File: src/rtl/ahb_reg_slave.sv
// AHB-lite slave with a bank of NREGS 32-bit registers, WAIT wait states and byte-lane writes.
// Define AHB_REG_SLAVE_ERR_EN to build the two-cycle ERROR response for illegal accesses.
module ahb_reg_slave #(
  parameter int NREGS = 8,
  parameter int WAIT  = 1
) (
  input  logic                HCLK_I,
  input  logic                HRESET_I,
  input  logic                HSEL_I,
  input  logic [31:0]         HADDR_I,
  input  logic [1:0]          HTRANS_I,
  input  logic                HWRITE_I,
  input  logic [2:0]          HSIZE_I,
  input  logic [31:0]         HWDATA_I,
  input  logic                HREADY_I,
  output logic                HREADYOUT_O,
  output logic                HRESP_O,
  output logic [31:0]         HRDATA_O,
  output logic [32*NREGS-1:0] REGS_O
);
  localparam int IDX_W = (NREGS > 1) ? $clog2(NREGS) : 1;

`ifdef AHB_REG_SLAVE_ERR_EN
  typedef enum logic [2:0] {S_IDLE, S_WAITST, S_DONE, S_ERR1, S_ERR2} state_t;
`else
  typedef enum logic [1:0] {S_IDLE, S_WAITST, S_DONE} state_t;
`endif

  state_t state_q, state_d, first_state;

  logic [31:0]      regs [NREGS];
  logic [IDX_W-1:0] idx_p0;
  logic             wr_p0;
  logic             ok_p0;
  logic [3:0]       mask_p0;
  logic [3:0]       cnt_p0;

  logic       accept;
  logic       in_range;
  logic       size_ok;
  logic [1:0] lo_al;
  logic [3:0] mask_ap;
  logic       we;
  logic       rd_en;
  logic       unused_bits;

  assign unused_bits = &{1'b0, HADDR_I[31:12], HTRANS_I[0]};

  // Address phase decode; lo_al is the address forced down to the size alignment
  always_comb begin
    accept   = HSEL_I & HREADY_I & HTRANS_I[1] & HREADYOUT_O;
    in_range = {22'd0, HADDR_I[11:2]} < 32'(NREGS);
    size_ok  = HSIZE_I <= 3'd2;
    case (HSIZE_I)
      3'd1:    lo_al = {HADDR_I[1], 1'b0};
      3'd2:    lo_al = 2'b00;
      default: lo_al = HADDR_I[1:0];
    endcase
    case (HSIZE_I)
      3'd0:    mask_ap = 4'b0001 << lo_al;
      3'd1:    mask_ap = 4'b0011 << lo_al;
      3'd2:    mask_ap = 4'b1111;
      default: mask_ap = 4'b0000;
    endcase
    first_state = (WAIT > 0) ? S_WAITST : S_DONE;
`ifdef AHB_REG_SLAVE_ERR_EN
    if (!(in_range && size_ok && (lo_al == HADDR_I[1:0]))) first_state = S_ERR1;
`endif
  end

  always_ff @(posedge HCLK_I) begin
    if (HRESET_I) state_q <= S_IDLE;
    else          state_q <= state_d;
  end

  always_comb begin
    state_d = state_q;
    case (state_q)
      S_IDLE, S_DONE: state_d = accept ? first_state : S_IDLE;
      S_WAITST:       if (cnt_p0 == 4'(WAIT - 1)) state_d = S_DONE;
`ifdef AHB_REG_SLAVE_ERR_EN
      S_ERR1:         state_d = S_ERR2;
      S_ERR2:         state_d = accept ? first_state : S_IDLE;
`endif
      default:        state_d = S_IDLE;
    endcase
  end

  always_comb begin
    HREADYOUT_O = 1'b1;
    HRESP_O     = 1'b0;
    we          = 1'b0;
    rd_en       = 1'b0;
    case (state_q)
      S_WAITST: HREADYOUT_O = 1'b0;
      S_DONE: begin
        we    = wr_p0 & ok_p0;
        rd_en = ~wr_p0 & ok_p0;
      end
`ifdef AHB_REG_SLAVE_ERR_EN
      S_ERR1: begin
        HREADYOUT_O = 1'b0;
        HRESP_O     = 1'b1;
      end
      S_ERR2: HRESP_O = 1'b1;
`endif
      default: ;
    endcase
    HRDATA_O = rd_en ? regs[idx_p0] : 32'd0;
  end

  // Stage p0: captured address phase, held through the data phase
  always_ff @(posedge HCLK_I) begin
    if (HRESET_I) begin
      cnt_p0  <= 4'd0;
      idx_p0  <= '0;
      wr_p0   <= 1'b0;
      ok_p0   <= 1'b0;
      mask_p0 <= 4'd0;
    end else begin
      cnt_p0 <= (state_q == S_WAITST) ? cnt_p0 + 4'd1 : 4'd0;
      if (accept) begin
        idx_p0  <= HADDR_I[IDX_W+1:2];
        wr_p0   <= HWRITE_I;
        ok_p0   <= in_range & size_ok;
        mask_p0 <= mask_ap;
      end
    end
  end

  // Write commits on the edge that ends DONE, lane by lane
  always_ff @(posedge HCLK_I) begin
    for (int i = 0; i < NREGS; i++) begin
      if (HRESET_I) begin
        regs[i] <= 32'd0;
      end else if (we && (idx_p0 == IDX_W'(i))) begin
        for (int b = 0; b < 4; b++) begin
          if (mask_p0[b]) regs[i][8*b +: 8] <= HWDATA_I[8*b +: 8];
        end
      end
    end
  end

  for (genvar g = 0; g < NREGS; g++) begin : g_regs
    assign REGS_O[32*g +: 32] = regs[g];
  end

endmodule

File: config.mk
export PLATFORM = sky130hd
export DESIGN_NAME = ahb_reg_slave
export DESIGN_NICKNAME = d
export VERILOG_FILES = /design/src/rtl/ahb_reg_slave.sv
export SDC_FILE = /design/constraint.sdc
export NUM_CORES = 1
export LEC_CHECK = 0
export CAP_MARGIN = 20
export CELL_PAD_IN_SITES_DETAIL_PLACEMENT = 1
export CELL_PAD_IN_SITES_GLOBAL_PLACEMENT = 1
export CORE_ASPECT_RATIO = 2
export CORE_MARGIN = 4
export CORE_UTILIZATION = 40
export CTS_CLUSTER_DIAMETER = 40
export DETAILED_ROUTE_END_ITERATION = 8
export PLACE_DENSITY = 0.8
export SLEW_MARGIN = 25
export SYNTH_ARGS = -nofsm -noshare
export SYNTH_HDL_FRONTEND = slang
export SYNTH_SLANG_ARGS = --single-unit
File: constraint.sdc
create_clock -name HCLK_I -period 3.3 [get_ports HCLK_I]
set_input_delay 0.33 -clock HCLK_I [delete_from_list [all_inputs] [get_ports HCLK_I]]
set_output_delay 0.33 -clock HCLK_I [all_outputs]
set_load 0.02 [all_outputs]
==> summary.txt <==
Global routing
  • Pin count of the biggest net entering global routing: 37
  • First-pass GRT wire length: approximately 67 mm
  • Total GRT Usage: between 20% and 30%
  • Vias in the first global route: approximately 10,000
  • Total gr overflow: 0
  • Antenna violations before repair: 2

Detailed routing
  • First-iteration detailed-routing DRC count: around 640
  • Post-DR vias/cell: around 5.6
  • Detailed Route WL: 46.19 mm
  • DRC Markers: 0
  • Vias: 9,018
  • Routed len/inst: between 20 and 30 microns
  • Routed Antenna Nets: 0
  • DRT Pass-1 Iters: 5

Timing
  • Post-route setup TNS: 0 ns
  • Slew @ Worst Pin: 0.9546 ns
  • Maximum operating frequency: between 300 and 400 MHz
  • Final Critical Period: 3.090 ns
  • RSZ-0062 raised after global routing: false
  • Final worst path period share: a little over nine tenths
  • Slew headroom: between 30% and 40%
  • Max Slew Vio Count: 0
  • Final Skew: between 0.01 and 0.015 ns
  • Hold Vio Cnt, Final: 0
  • Final setup fails: 0

Logic synthesis
  • Post-synthesis cell count: about 830
  • Async SR Flop Fraction: 0%
  • Yosys cell types: between 40 and 50
  • Synth Net Count: roughly 910
  • Avg Synthesized Cell Area: roughly 15 sq um
  • Synth warn: 0
  • Post-synth EDFFs: approximately 260
  • Synthesized area: 12,540 sq um
  • Synthesized flop and latch total: between 200 and 300
  • Main flop type after synthesis: edfxtp_1
  • Register area share after synthesis: between 60% and 70%

Clock network
  • H-tree levels: 1
  • Clk root buf: clkbuf_16
  • Clock latency on the worst-skew pair: about 0.56 ns
  • Worst-path clk slew: about 0.070 ns
  • Post-CTS Hold Fix Bufs: 0
  • Clock tree sinks: approximately 270
  • CTS tree: built
  • Cts bufs inserted: 28
  • Deepest clock path buffer count: 3

Final layout
  • Fin nets: around 1,200
  • Layout cell share with drive strength beyond 1: between 10% and 20%
  • Area Growth Syn to Fin: 39.00%
  • Post-Layout Inst Area: between 15,000 and 20,000 sq um
  • Fillers: between 2,000 and 3,000
  • Sequential standard cell area: 8055 sq um
  • Core Util, Final: roughly 56%
  • Area taken by multi-input logic gates: about 4200 sq um

Floorplan
  • Rows: slightly above 90
  • Die area: between 30,000 and 40,000 sq um
  • Core box area: about 30,000 sq um
  • Initial core utilization: between 40% and 50%
  • Die Span Y: about 260 microns
  • Die width: roughly 130 microns
  • Ports: roughly 360

Critical path
  • CP Launch Type: register
  • CP Max Fanout: 29
  • Setup crit end kind: output port
  • Slowest stage delay, CP: 0.67 ns
  • Cell Chain, Critical Path: buf_4 -> mux4_2 -> a22o_1 -> clkdlybuf4s50_1
  • Critical path's slowest cell: dfxtp_4
  • CP arrival: between 2 and 3 ns
  • Req. time, crit path: about 3 ns
  • Setup CP Type: reg -> out

Placement
  • PortBufs: roughly 340
  • Detailed placer's ending HPWL: roughly 35 mm
  • GP Congestion: between 0.8 and 0.9
  • Placed cell area: between 15,000 and 20,000 sq um

Pwr
  • LEAKAGE: 6.603 nW
  • VDD IR max: between 0.0004 and 0.0005 V
  • Power per cell area: roughly 450 nW/um^2

Hold path
  • Hold WC Path Type: in -> reg

Status
  • Outcome: complete, no violations

Job
  • Max-Cap Viols: 0
[report_power, final]
part	switching, W	internal, W
sequential	0.0000942	0.00390
combinational	0.000407	0.000337
clock	0.00140	0.00178
[layout by cell type (no fill, tap or decap), types with 6 or more instances in the layout]
cell type	n
nor2_1	35
nand2_1	19
nand2b_1	9
buf_4	30
clkdlybuf4s50_1	340
dfxtp_1	16
a21oi_1	8
and3_1	130
and2_1	112
edfxtp_1	256
clkbuf_16	29
nor3_2	14
mux4_2	64
inv_1	6
a22o_1	32
clkinv_2	9
a31o_2	20
a21o_1	9
[synth_stat cells, types with 2 or more instances]
cell type | number | area (sq um)
nor3_2 | 13 | 130.1
a21o_1 | 9 | 67.56
mux4_2 | 64 | 1441
a22o_1 | 32 | 280.3
and3_1 | 130 | 813.3
a21oi_1 | 8 | 40.04
and2_1 | 112 | 700.7
nand2_1 | 19 | 71.32
clkbuf_1 | 42 | 157.7
a31o_2 | 20 | 175.2
nor2_1 | 37 | 138.9
nor3_1 | 3 | 15.01
nand2b_1 | 9 | 56.30
buf_2 | 16 | 80.08
dfxtp_1 | 18 | 360.4
xnor2_1 | 2 | 17.52
ha_1 | 2 | 25.02
inv_1 | 6 | 22.52
nor3_4 | 2 | 32.53
nand3_1 | 2 | 10.01
a41o_1 | 4 | 40.04
nor2b_1 | 4 | 25.02
o21ai_0 | 2 | 10.01
edfxtp_1 | 256 | 7687
[stage by stage]
stage / cells / total power, W / setup slack, ns / hold WS, ns
floorplan: 831 / 0.004358 / 1.339 / 0.4297
global placement: 1552 / 0.004787 / 0.6267 / 0.4428
detailed placement: 1552 / 0.004807 / 0.6257 / 0.4607
CTS: 1604 / 0.007959 / 0.02077 / 0.2551
global route: 1614 / 0.008148 / 0.1094 / 0.2896
finish: 1614 / 0.007914 / 0.2100 / 0.2710
[worst max-delay path: cells and delay by family, from the launching register on]
family | cells | cell delay [ns]
buffers and inverters | 2 | 0.91
DFF | 1 | 0.67
muxes | 1 | 0.35
AOI/OAI and AO/OA | 1 | 0.26
[flip-flops by register name, summed over array words and instances (netlist names), named ones only]
name,flops
ok_p0,1
state_q,2
regs,256
mask_p0,4
wr_p0,1
idx_p0,3
cnt_p0,4
[final timing paths]
check / to / slack (ns) / cells past startpoint / startpoint
worst max-delay path: HRDATA_O[20] / 0.21 / 4 / register
worst min-delay path: state_q[0] / 0.27 / 2 / HRESET_I
worst max register to register: regs[2][19] / 0.70 / 4 / wr_p0
worst min register to register: cnt_p0[0] / 0.47 / 1 / cnt_p0[0]
[metal layers]
metal	wire [microns]	track usage (%)	vias up
li1	-	-	3911
met1	14570	26.19	4575
met2	26470	51.67	412
met3	2634	4.448	120
met4	2516	13.22	0
met5	0	0	-
[cell families (layout without fill, tap and decap cells)]
kind of cell	Yosys count	after routing	share of synthesized area, %
compound gates	79	79	5.150
flops	274	274	64.19
mux	65	65	11.58
other cells	1	3	0.02991
buf+inv	68	431	2.295
fa+ha+maj	2	2	0.1996
simple gates	339	339	16.35
xor+xnor	3	3	0.2096
[area by class of cell]
type                    instances  share of cell area, %
flip-flops and latches        274                  46.22
clock buffers                  33                  4.250
repair buffers                373                  21.12
clock inverters                19                 0.9908
inverters                       6                 0.1292
well taps                     418                  3.001
diodes                          2                0.02872
multi-input cells             489                  24.25
[repair_timing]
| action | 4_1_cts | 5_1_grt |
|---|---|---|
| gates resized for setup | 0 | 1 |
| buffers inserted | 0 | 8 |
| endpoints found under the setup margin | 0 | 15 |
No activity file was read; power rests on OpenSTA's default activity.
==> RTL edit 1, RTL diff (same settings) <==
Change the parameter `NREGS` from 8 to 16.
--- a/src/rtl/ahb_reg_slave.sv
+++ b/src/rtl/ahb_reg_slave.sv
@@ -2,5 +2,5 @@
 // Define AHB_REG_SLAVE_ERR_EN to build the two-cycle ERROR response for illegal accesses.
 module ahb_reg_slave #(
-  parameter int NREGS = 8,
+  parameter int NREGS = 16,
   parameter int WAIT  = 1
 ) (
Ports: changed (resized REGS_O); port bits go from 364 to 620. No check against the original RTL was run, so the function may have changed too.
==> RTL edit 1 against the original RTL <==
Synthesized area increased by 97%; critical path depth grew 3; synthesized cell count increased by 110%; wire length up 130%; final area increased by 92%; cell count rose by 94%; sequential cell count grew 258; count of clock-buffer cells in the layout is 26 higher; via count is 100% higher; setup slack got worse by 140 ps; power rose by 94%; critical path type unchanged; critical endpoint is now HRDATA_O[19]; largest cell class unchanged; largest power group unchanged.
==> RTL edit 1: results (changes against the original RTL) <==
Result of the run -> finished clean (unchanged)
Share of final-layout standard cells stronger than drive strength 1 -> 0.1138 (was 0.1575)
Switching part of the total -> 0.2468 (was 0.2398)
Mux cell area share after synthesis -> 0.1105 (was 0.1158)
First-pass GRT wire length -> 147,000 um (was 67,410 um)
Crit path largest cell delay -> 550 ps (was 670 ps)
Commonest cells in the netlist -> and2_1 (517), edfxtp_1 (512), mux2i_1 (128), clkbuf_1 (88), nor2_1 (76) (was edfxtp_1 (256), and3_1 (130), and2_1 (112), mux4_2 (64), clkbuf_1 (42))
Worst reg-to-reg setup slack -> 520 ps (was 700 ps)
Grt met2 use -> 0.5741 (was 0.5167)
Max FFs per register -> 512 (was 256)
Met2 WL -> 57,400 um (was 26,470 um)
Compound-cell area share of the yosys netlist -> 0.05718 (was 0.05150)
Cell types occupying the most area after synthesis -> edfxtp_1 (62%), and2_1 (13%), mux4_2 (5.9%) (was edfxtp_1 (61%), mux4_2 (11%), and3_1 (6.5%))
Sequential power -> 7790 uW (was 3990 uW)
Initial DRC Count -> 1,496 (was 636)
Crit path capture -> HRDATA_O[19] (was HRDATA_O[20])
Worst-case vdd ir drop -> 0.4238 mV (was 0.4453 mV)
Per-cell routed wire length -> 33.66 um (was 28.62 um)
Peak clock frequency supported by timing -> 309.9 MHz (was 323.6 MHz)
Detailed-route via count -> 18,290 (was 9,018)
Number of buffers created by CTS -> 51 (was 28)
Reg2Reg Depth -> 5 (was 4)
Arrival time at the worst endpoint -> 2900 ps (was 2760 ps)
Overall global routing resource usage -> 0.3087 (was 0.2640)
Source-to-sink clock delay at the later pin of the worst-skew pair -> 600 ps (was 560 ps)
Worst hold margin -> 170.2 ps (was 271.0 ps)
Worst R2R Start -> state_q[0]$_SDFFE_PP0P_ (was wr_p0$_SDFFE_PP0N_)
Worst-case setup slack after placement -> 306.3 ps (was 625.7 ps)
H-tree levels -> 2 (was 1)
Metal3 WL -> 7912 um (was 2634 um)
HPWL after detailed placement -> 79,190 um (was 34,550 um)
Number of synthesized flops with an enable pin -> 512 (was 256)
Worst-path maximum fanout -> 16 (was 29)
Combinational gate power -> 1520 uW (was 743 uW)
[RTL edit 1: cell count changes in the layout (fill, tap and decap cells not counted), moves of 13 or more]
cell             unedited run  this run
nor3_2                     14         0
dlymetal6s2s_1              0        16
edfxtp_1                  256       512
and2_1                    112       516
a221o_1                     0        32
clkbuf_16                  29        54
clkdlybuf4s50_1           340       567
mux2i_1                     1       125
a22o_1                     32         0
and3_1                    130        33
a21o_1                      9        33
a22oi_1                     0        63
nor2_1                     35        71
nand2_1                    19        32
[RTL edit 1: worst min-delay path by stage]
stage,startpoint,end
4_1_cts,HRESET_I,state_q[0]$_SDFFE_PP0P_
2_1_floorplan,cnt_p0[0]$_SDFF_PP0_,cnt_p0[0]$_SDFF_PP0_
3_3_place_gp,cnt_p0[0]$_SDFF_PP0_,cnt_p0[0]$_SDFF_PP0_
3_5_place_dp,cnt_p0[0]$_SDFF_PP0_,cnt_p0[0]$_SDFF_PP0_
5_1_grt,HRESET_I,state_q[0]$_SDFFE_PP0P_
6_report,HRESET_I,state_q[0]$_SDFFE_PP0P_
[RTL edit 1: area by class of cell]
class | instances | area [um^2]
Sequential cell | 532 | 15780
Antenna cell | 2 | 5.005
Fill cell | 5995 | 27490
Clock inverter | 32 | 357.8
Clock buffer | 59 | 1316
Multi-Input combinational cell | 1073 | 8448
Timing Repair Buffer | 654 | 6628
Tap cell | 780 | 975.9
Inverter | 5 | 18.77
[RTL edit 1: metrics by stage]
stage               std cells  cell area [um^2]
finish                   3137             33530
global route             3136             33530
CTS                      3129             33380
detailed placement       3031             31580
global placement         3031             31580
floorplan                1730             24640
[RTL edit 1: timing repair]
action                     CTS  global route
gates resized for setup     30            18
gates cloned                 1             3
pin swaps                    2             0
buffers inserted             6             3
setup endpoints to repair   30            19
==> RTL edit 2, RTL diff (same settings) <==
Without the edit above. Make the reset (`HRESET_I`) asynchronous in 2 clocked blocks.
--- a/src/rtl/ahb_reg_slave.sv
+++ b/src/rtl/ahb_reg_slave.sv
@@ -69,5 +69,5 @@
   end
 
-  always_ff @(posedge HCLK_I) begin
+  always_ff @(posedge HCLK_I or posedge HRESET_I) begin
     if (HRESET_I) state_q <= S_IDLE;
     else          state_q <= state_d;
@@ -111,5 +111,5 @@
 
   // Stage p0: captured address phase, held through the data phase
-  always_ff @(posedge HCLK_I) begin
+  always_ff @(posedge HCLK_I or posedge HRESET_I) begin
     if (HRESET_I) begin
       cnt_p0  <= 4'd0;
Check against the original RTL: differs if HRESET_I is asserted again (counterexample within 4 cycles, from zero or initial values and one cycle with HRESET_I high); with HRESET_I held inactive, the same outputs for 4 cycles.
==> RTL edit 2 against the original RTL <==
Synthesized area rose by 2.2%; fmax fell by 2.9%; power rose by 11%; setup slack got worse by 93 ps; cell count rose by 0.56%; sequential cell count fell by 3; count of clock-buffer cells in the layout fell by 2; wire length fell by 5.2%; final area rose by 3.3%; critical endpoint is now HRDATA_O[24]; largest cell class unchanged; largest power group unchanged.
==> RTL edit 2: results (changes against the original RTL) <==
Result of the run -> finished clean (unchanged)
Post-synthesis net count -> 871 (was 907)
First-pass GRT wire length -> 63,780 um (was 67,410 um)
Commonest cells in the netlist -> and2_1 (258), edfxtp_1 (256), mux4_2 (64), a22o_1 (32), nor4_4 (22) (was edfxtp_1 (256), and3_1 (130), and2_1 (112), mux4_2 (64), clkbuf_1 (42))
Top_reg_cell synth -> edfxtp_1 (unchanged)
Pre-antenna DRT Iters -> 5 (unchanged)
Final layout net count -> 1,253 (was 1,248)
Fillers -> 3,075 (was 2,943)
Maximum number of pins on one net before global-route repair -> 40 (was 37)
Most common cell in the netlist -> and2_1 (was edfxtp_1)
HPWL after detailed placement -> 33,340 um (was 34,550 um)
Arrival time at the worst endpoint -> 2850 ps (was 2760 ps)
Leak pwr -> 0.006615 uW (was 0.006603 uW)
H-tree levels -> 1 (unchanged)
Crit path max-delay family -> buffers and inverters (unchanged)
Source-to-sink clock delay at the later pin of the worst-skew pair -> 540 ps (was 560 ps)
Cell types occupying the most area after synthesis -> edfxtp_1 (60%), and2_1 (13%), mux4_2 (11%) (was edfxtp_1 (61%), mux4_2 (11%), and3_1 (6.5%))
Worst-path maximum fanout -> 39 (was 29)
Slowest cell on crit path -> dfrtp_4 (was dfxtp_4)
Reg area -> 0.008070 mm^2 (was 0.008055 mm^2)
Number of antenna violations at the first check in global routing -> 0 (was 2)
Seq/Total Area, Yosys -> 0.6295 (was 0.6419)
Worst-case vdd ir drop -> 0.4781 mV (was 0.4453 mV)
Worst-case setup slack after placement -> 583.2 ps (was 625.7 ps)
Post-DP Area -> 0.01700 mm^2 (was 0.01644 mm^2)
Registers with the most flip-flops -> regs x256, cnt_p0 x4, mask_p0 x4 (unchanged)
Class of the most critical hold timing path -> in -> reg (unchanged)
Clk pin slew, worst setup/hold paths -> 70 ps (about the same)
Final setup skew -> 13.12 ps (was 13.90 ps)
Initial DRC Count -> 530 (was 636)
Overall global routing resource usage -> 0.2472 (was 0.2640)
Vias per cell -> 5.348 (was 5.587)
Number of buffer cells added on primary ports -> 341 (unchanged)
Root Buffer Master -> clkbuf_16 (unchanged)
Number of synthesized flops with an enable pin -> 256 (unchanged)
Number of buffers created by CTS -> 28 (unchanged)
Async set-reset flop share out of synthesis -> 0.05535 (was 0)
Number of global-route vias before repair -> 9,451 (was 9,940)
Crit path largest cell delay -> 840 ps (was 670 ps)
GP Congestion -> 0.8273 (was 0.8859)
Share of final-layout standard cells stronger than drive strength 1 -> 0.1751 (was 0.1575)
Rel. slew slack -> 0.3800 (was 0.3613)
Final Routed Wirelength -> 43,790 um (was 46,190 um)
==> RTL edit 2: cell count changes after synthesis, sizes merged, moves of 9 or more <==
cell / before / now
nor4: 1 / 25
dfrtp: 0 / 15
dfxtp: 18 / 0
nor3: 18 / 9
and2: 112 / 258
nor2: 38 / 3
nand2: 19 / 3
o31ai: 0 / 13
a31o: 20 / 0
o21ai: 2 / 29
clkbuf: 43 / 13
and3: 130 / 0
==> RTL edit 2: cells by family (layout without fill, tap and decap cells) <==
family	Yosys count	after routing	share of synthesized area
fa+ha+maj	2	2	0.001954
flops	271	271	0.6295
other cells	1	2	0.0002928
compound gates	80	80	0.04347
simple gates	325	325	0.1904
xor+xnor	2	2	0.001368
mux	68	68	0.1161
buf+inv	46	450	0.01690
==> RTL edit 2: area by class of cell <==
class                   count  share of cell area
diodes                      1           0.0001390
clock buffers              31             0.04072
clock inverters            21             0.01501
inverters                   8            0.001668
multi-input cells         478              0.2527
flip-flops and latches    271              0.4482
well taps                 423             0.02939
repair buffers            390              0.2121
==> RTL edit 2: path summary, 6_finish.rpt <==
| kind | start | to | slack, ps |
|---|---|---|---|
| max reg2reg | idx_p0[1]$_DFFE_PP0N_ | regs[1][23]$_SDFFCE_PN0P_ | 570 |
| max in group asynchronous | HRESET_I | idx_p0[1]$_DFFE_PP0N_ | 2350 |
| min reg2reg | cnt_p0[0]$_DFF_PP0_ | cnt_p0[0]$_DFF_PP0_ | 500 |
| max | idx_p0[1]$_DFFE_PP0N_ | HRDATA_O[24] | 120 |
| min in group asynchronous | HRESET_I | mask_p0[2]$_DFFE_PP0N_ | 760 |
| min | HWRITE_I | wr_p0$_DFFE_PP0N_ | 400 |
==> RTL edit 2: what timing repair did <==
action,in CTS,in global routing
setup buffers,0,0
gates resized for setup,1,0
hold buffers,0,0
endpoints found under the setup margin,2,0
==> RTL edit 2: where the power goes <==
group          leakage, uW  total, uW  switching, uW  internal (uW)
clock network     0.000491       3400           1380           2020
logic              0.00329       1340            697            639
registers          0.00284       4060            177           3880
total              0.00661       8800           2260           6550
==> RTL edit 2: per-stage QoR <==
step / cells / hold WS [ps] / total power (uW)
floorplan: 795 / 454.7 / 4842
CTS: 1622 / 377.0 / 8884
finish: 1623 / 401.2 / 8801
global route: 1622 / 378.1 / 9104
global placement: 1570 / 476.0 / 5444
detailed placement: 1570 / 489.3 / 5486
==> RTL edit 2: routing by layer <==
layer  up-vias  share of wire  track usage
li1       3816              -            -
met1      4467           0.33       0.2601
met2       313           0.59       0.4922
met3        83          0.037      0.02557
met4         0          0.041      0.09881
met5         -              0            0
